===== config.mk =====
export PLATFORM = sky130hd
export DESIGN_NAME = pipe_generate
export DESIGN_NICKNAME = d
export VERILOG_FILES = /design/src/rtl/flappy_pkg.sv /design/src/rtl/lfsr16.sv /design/src/rtl/pipe_generate.sv
export SDC_FILE = /design/constraint.sdc
export NUM_CORES = 1
export LEC_CHECK = 0
export CELL_PAD_IN_SITES_DETAIL_PLACEMENT = 0
export CELL_PAD_IN_SITES_GLOBAL_PLACEMENT = 1
export CORE_MARGIN = 2
export CORE_UTILIZATION = 42
export CTS_BUF_LIST = sky130_fd_sc_hd__clkbuf_4
export DETAILED_ROUTE_END_ITERATION = 8
export GPL_TIMING_DRIVEN = 0
export PLACE_DENSITY = 0.91
export REMOVE_ABC_BUFFERS = 1
export SYNTH_ARGS = -nofsm -noshare
export SYNTH_HDL_FRONTEND = slang
export SYNTH_HIERARCHICAL = 1
export SYNTH_SLANG_ARGS = --single-unit

===== constraint.sdc =====
create_clock -name clk -period 2.7 [get_ports clk]
set_input_delay 0.27 -clock clk [delete_from_list [all_inputs] [get_ports clk]]
set_output_delay 0.27 -clock clk [all_outputs]
set_load 0.005 [all_outputs]

===== src/rtl/flappy_pkg.sv =====
// Screen and gameplay constants shared by the flappy game blocks.
package flappy_pkg;

    localparam int COORD_W  = 12;
    localparam int H_ACTIVE = 640;
    localparam int V_ACTIVE = 480;
    localparam int PIPE_W   = 52;
    localparam int GAP_H    = 120;
    localparam int SPACING  = 240;
    localparam int SPEED    = 2;
    localparam int Y_MIN    = 60;
    localparam int Y_INIT   = 180;
    localparam int NUM_PIPES = 3;

    typedef logic [COORD_W-1:0] coord_t;

    // Random slice for pipe k: pipes 0/1/2 take lfsr[7:0]/[11:4]/[15:8].
    function automatic logic [7:0] rand_slice(input logic [15:0] lfsr, input int k);
        logic [7:0] r;
        case (k)
            0:       r = lfsr[7:0];
            1:       r = lfsr[11:4];
            default: r = lfsr[15:8];
        endcase
        return r;
    endfunction

endpackage


===== src/rtl/lfsr16.sv =====
// 16-bit Galois LFSR, polynomial x^16+x^14+x^13+x^11+1, advancing every cycle.
module lfsr16 #(
    parameter logic [15:0] SEED = 16'hACE1
) (
    input  logic        clk,
    input  logic        rst_n,
    output logic [15:0] state
);

    logic [15:0] state_r;
    logic [15:0] state_next_s;

    // Right-shift Galois step: feedback bit folds into taps 15,13,12,10.
    always_comb begin
        state_next_s = {1'b0, state_r[15:1]};
        if (state_r[0]) begin
            state_next_s = state_next_s ^ 16'hB400;
        end else begin
            state_next_s = state_next_s;
        end
    end

    // State register.
    always_ff @(posedge clk or negedge rst_n) begin
        if (!rst_n) begin
            state_r <= SEED;
        end else begin
            state_r <= state_next_s;
        end
    end

    assign state = state_r;

endmodule


===== src/rtl/pipe_generate.sv =====
// Scrolls three pipe obstacles left once per frame and respawns them off the
// right edge with pseudo-random gap heights.
module pipe_generate
    import flappy_pkg::*;
#(
    parameter int          H_ACTIVE_P = H_ACTIVE,
    parameter int          PIPE_W_P   = PIPE_W,
    parameter int          SPACING_P  = SPACING,
    parameter int          SPEED_P    = SPEED,
    parameter int          Y_MIN_P    = Y_MIN,
    parameter int          Y_INIT_P   = Y_INIT,
    parameter logic [15:0] LFSR_SEED  = 16'hACE1
) (
    input  logic                 clk,
    input  logic                 rst_n,
    input  logic                 vs,
    input  logic                 play,
    input  logic                 waiting,
    output logic [COORD_W-1:0]   pipe1_x,
    output logic [COORD_W-1:0]   pipe1_y,
    output logic [COORD_W-1:0]   pipe2_x,
    output logic [COORD_W-1:0]   pipe2_y,
    output logic [COORD_W-1:0]   pipe3_x,
    output logic [COORD_W-1:0]   pipe3_y,
    output logic                 frame_tick
);

    localparam coord_t SPEED_C   = coord_t'(SPEED_P);
    localparam coord_t RESPAWN_C = coord_t'(32'd3 * SPACING_P - SPEED_P);
    localparam coord_t Y_MIN_C   = coord_t'(Y_MIN_P);
    localparam coord_t Y_INIT_C  = coord_t'(Y_INIT_P);

    function automatic coord_t x_init(input int k);
        return coord_t'(H_ACTIVE_P + PIPE_W_P + k * SPACING_P);
    endfunction

    logic        vs_d_r;
    logic        frame_tick_r;
    logic [15:0] lfsr_s;
    coord_t      x_r      [NUM_PIPES];
    coord_t      y_r      [NUM_PIPES];
    coord_t      x_next_s [NUM_PIPES];
    coord_t      y_next_s [NUM_PIPES];

    lfsr16 #(
        .SEED (LFSR_SEED)
    ) u_lfsr (
        .clk   (clk),
        .rst_n (rst_n),
        .state (lfsr_s)
    );

    // Frame edge detector; the tick is a registered one-cycle pulse.
    always_ff @(posedge clk or negedge rst_n) begin
        if (!rst_n) begin
            vs_d_r       <= 1'b0;
            frame_tick_r <= 1'b0;
        end else begin
            vs_d_r       <= vs;
            frame_tick_r <= vs & ~vs_d_r;
        end
    end

    // Next pipe layout: waiting reloads, a playing tick scrolls, else hold.
    always_comb begin
        for (int k = 0; k < NUM_PIPES; k++) begin
            x_next_s[k] = x_r[k];
            y_next_s[k] = y_r[k];
        end
        if (waiting) begin
            for (int k = 0; k < NUM_PIPES; k++) begin
                x_next_s[k] = x_init(k);
                y_next_s[k] = Y_INIT_C;
            end
        end else if (play && frame_tick_r) begin
            for (int k = 0; k < NUM_PIPES; k++) begin
                if (x_r[k] > SPEED_C) begin
                    x_next_s[k] = x_r[k] - SPEED_C;
                end else begin
                    // Adding 3*SPACING-SPEED keeps the pipe spacing exact.
                    x_next_s[k] = x_r[k] + RESPAWN_C;
                    y_next_s[k] = Y_MIN_C + {4'b0000, rand_slice(lfsr_s, k)};
                end
            end
        end else begin
            for (int k = 0; k < NUM_PIPES; k++) begin
                x_next_s[k] = x_r[k];
                y_next_s[k] = y_r[k];
            end
        end
    end

    // Pipe position registers.
    always_ff @(posedge clk or negedge rst_n) begin
        if (!rst_n) begin
            for (int k = 0; k < NUM_PIPES; k++) begin
                x_r[k] <= x_init(k);
                y_r[k] <= Y_INIT_C;
            end
        end else begin
            for (int k = 0; k < NUM_PIPES; k++) begin
                x_r[k] <= x_next_s[k];
                y_r[k] <= y_next_s[k];
            end
        end
    end

    assign pipe1_x    = x_r[0];
    assign pipe1_y    = y_r[0];
    assign pipe2_x    = x_r[1];
    assign pipe2_y    = y_r[1];
    assign pipe3_x    = x_r[2];
    assign pipe3_y    = y_r[2];
    assign frame_tick = frame_tick_r;

endmodule


==> summary.md <==
TritonCTS created 9 clock buffers. The tools report the final-stage net count as 469. The clock root buffer is clkbuf_4. The tools report the final antenna diode count as 0. The run gives 0.000247 V as the peak supply drop. In the finished design, the share of the clock period the worst path needs comes to 93.4%.

Using the TritonRoute via totals, the vias-per-cell ratio works out to 5.28. The run gives 0 as the max-slew violation count. Global routing used 17.3% of the available tracks across all layers.

The analysis attributes to cell leakage a power of 0.00203 µW. The run gives 936 as the number of fill cells in the layout. In the final layout, flip-flops and latches occupy 0.00199 mm². The tools report the kind of launch point of the worst setup path as a flip-flop.

At the placement stage, the worst setup path has a slack of -240 ps. The sequential-to-total area share from yosys stat is 48.6%. The fraction of registers with async set or reset after synthesis works out to 100%. The synthesized design devotes to its leading area cell type 26.9% of total area. The die covers 0.0106 mm².

The synthesized area per cell came out at 10.0 µm². The clock share of power is 32.4%. Number of flops mapped to enable cells by yosys: 0.

After clock tree synthesis, the clock-pin slew on the worst setup and hold paths is 140 ps. The number of buffers and inverters on the critical path works out to 0. Pin placement for this block handled 78 I/O pins. Number of maximum-capacitance constraint violations: 0.

Commonest register cell after synthesis: dfrtp_1. After clock tree synthesis, the setup repair step added 0 buffers. Setup violations remaining at the end of the flow were counted as 0.

The floorplan step set the die height to 103 µm. In this run, flip-flops and latches consume 60.5% of the power. For the final database, setup skew stands at 12.6 ps.

For the worst hold slack, the log shows 272 ps. TritonCTS built the clock tree. The run gives 50.4% as the end-of-flow core utilization.

The synthesized cell area is 0.00410 mm². The logs give 36 for the cell row count and 42.5% for the starting density of the core. Compared with the post-synthesis result, the final layout area differs by 18.6%. For this design the total switching power over the nets is 554 µW.

The logs give 28.3% for the worst relative slew slack and 0.809 for the final weighted congestion of routability-driven global placement. After detailed routing, the number of remaining DRC violations is 0. The clock period minus worst slack came out at 2520 ps. The flow ran to the end, and the final reports show no timing, DRC or antenna violations.

The wire length per cell after detailed routing is 14.7 µm. The detail route stage leaves a number of antenna-violating nets equal to 0. The tools report the initial antenna violation count as 0. Total power: 1990 µW. For this run, the number of Yosys warnings is 6. In this run the number of H-tree levels came out at 3. At the pin with the least slew margin, the transition time is 1080 ps. In this run the standard cell core region covers 0.00964 mm². Combinational logic is responsible for 7.1% of the overall power. Timing would allow up to 396 MHz. The run gives 2,990 as the number of global-route vias before repair. Worst hold-check path type: in -> async.

The longest individual stage delay on the worst path is 870 ps, and the maximum root-to-sink buffer count is 2. The total internal power was 1440 µW. STA classifies the critical path endpoint as a flip-flop. The number of register bits inferred by synthesis was 78.

The tools report the number of iterations in the first detailed-routing pass as 4. The worst setup path category is reg -> reg. Of all cell types, the one taking the most synthesized area is dfrtp_1. Of the total power, the share spent switching nets is 27.8%. Ranked by total cell area, the synthesized netlist is headed by dfrtp_1 27%, dfstp_2 22%, buf_4 4.6%. Summed over all nets, the half-perimeter wirelength after detailed placement is 5940 µm.

In the final layout, the multi-input gates occupy 0.00182 mm². The final layout contains routed wiring with a total length of 8690 µm. Traced cell by cell, the critical path runs through and2_1 -> o31ai_1 -> or4_1 -> a21oi_1.

The setup slack after layout came out at 178 ps. The cell class contributing the biggest share of worst-path delay was simple AND/OR/NAND/NOR gates. Setup repair after global routing left no endpoint under its margin. The quantity of gates resized following cts was 0; the setup TNS was 0 ps. The logs give 0 for the number of hold-slack violations in the final timing report and 14,400 µm for the first-pass GRT wire length. The fraction of final layout cells with drive strength greater than 1 is 14.6%.

The routed via count came out at 3,124. The number of buffer cells added on primary ports is 65. The power per standard cell area was 410 mW/mm².

Critical path's slowest cell: and2_1. Counting every sink on the clock net gives 78. After synthesis, the netlist uses 50 different library cells.

The tools report the source-to-sink clock delay at the later pin of the worst-skew pair as 410 ps. The global-route congestion overflow total was 0. In this run, the number of DRC markers left after iteration 0 of detailed routing was 89. In this run the worst path has a maximum fanout of 27. The logs give 3040 ps for the endpoint required time on the critical path and 409 for the instance count of the mapped netlist. Data on the critical path arrives at its endpoint at 2870 ps. Measured along the x axis, the die boundary spans 103 µm.

The maximum number of pins on one net before global-route repair is 56.
[logic make-up (layout without fill, tap and decap cells)]
group / after synthesis / in the layout / synth area share [%]
xor+xnor: 23 / 23 / 4.91
mux: 19 / 19 / 4.76
simple gates: 150 / 150 / 19.4
compound gates: 69 / 69 / 11.1
buf+inv: 59 / 98 / 8.06
flops: 78 / 78 / 48.6
fa+ha+maj: 10 / 10 / 3.05
other cells: 1 / 12 / 0.0915
[cell usage in the layout (no fill, tap or decap), types with 3 or more instances in the layout]
cell type	netlist	routed
o41ai_1	4	4
mux2_2	4	4
or2_2	4	4
inv_6	0	3
and4_1	3	3
nand4b_1	3	3
or4_1	3	3
clkbuf_4	0	9
nor2_1	36	36
and3_1	3	3
o211ai_1	14	14
clkdlybuf4s50_1	0	63
inv_1	14	14
or3_1	5	5
o31ai_1	7	7
mux2i_1	15	15
a21oi_1	18	18
nor3b_1	4	4
xor2_1	10	10
dfrtp_1	44	44
o21ai_0	14	14
ha_1	10	10
nor3_1	19	19
nor4_1	8	8
nand3_1	6	6
nand4_1	7	7
xnor2_1	13	13
nor2b_1	10	10
nand2_1	29	29
conb_1	1	12
dfstp_2	34	34
[worst register-to-register path, cell delays in order, from the launching register on]
cell	delay [ps]
dfrtp_1	440
and2_1	870
o31ai_1	430
or4_1	570
a21oi_1	160
[state kept, by name, summed over array words and instances, names as in the netlist]
name,count
pipe3_x,11
u_lfsr/state,16
pipe3_y,9
pipe2_y,9
vs_d_r,1
pipe1_x,11
frame_tick,1
pipe2_x,11
pipe1_y,9
[path summary, 6_finish.rpt]
check / start / endpoint / slack [ps] / cells past startpoint
worst max register to register: frame_tick / pipe3_x[11] / 180 / 4
worst max-delay path: frame_tick / pipe3_x[11] / 180 / 4
worst min-delay path: rst_n / pipe1_y[1] / 270 / 2
min in group clk: vs / vs_d_r / 310 / 1
max in group asynchronous: rst_n / pipe3_x[2] / 1790 / 3
worst min register to register: u_lfsr/state[1] / u_lfsr/state[0] / 390 / 0
[final cells by class]
class                      count  share of cell area (%)
clock buffer                   9                    1.39
clock inverter                 7                    1.13
inverter                      14                    1.08
multi-input combinational    283                    37.4
sequential                    78                    41.0
tap                          133                    3.42
timing repair buffer          68                    14.6
[cells in the mapped netlist (all sizes together), types with 2 or more instances]
cell type	count
xnor2	13
mux2i	15
nand3	6
nand2	29
nor2b	10
inv	14
mux2	4
dfrtp	44
dfstp	34
nor3b	4
a21oi	19
o211ai	14
ha	10
and3	3
o31ai	7
or3	6
and4	3
o21ai	14
nor4	8
o21bai	2
and2	2
buf	30
a311oi	2
xor2	10
or2	4
nor3	19
nand4b	3
o41ai	4
nor2	36
or4	5
clkbuf	15
nand4	7
[power groups by stage]
stage               clock network (µW)  logic, µW  registers [µW]
floorplan                            0       55.9            1220
global placement                     0        132            1220
detailed placement                   0        144            1230
CTS                                674        145            1210
global route                       727        163            1210
finish                             646        142            1210
[layer usage]
layer  part of all wire [%]  vias up  GRT usage [%]
met5                      0        -              0
li1                       -     1499              -
met1                     47     1546           24.3
met3                    4.5        7           3.32
met2                     48       72           27.2
met4                   0.82        0           5.57
[metrics by stage]
stage,instance area [µm²],instances
3_3_place_gp,4680,573
4_1_cts,4860,592
5_1_grt,4860,592
6_report,4860,592
3_5_place_dp,4730,575
2_1_floorplan,3860,375
[what timing repair did]
item | in CTS | in global routing
setup endpoints to repair | 0 | 0
endpoints found under the hold margin | 23 | 0
hold buffers | 1 | 0
Power figures use the tool's default switching activity.
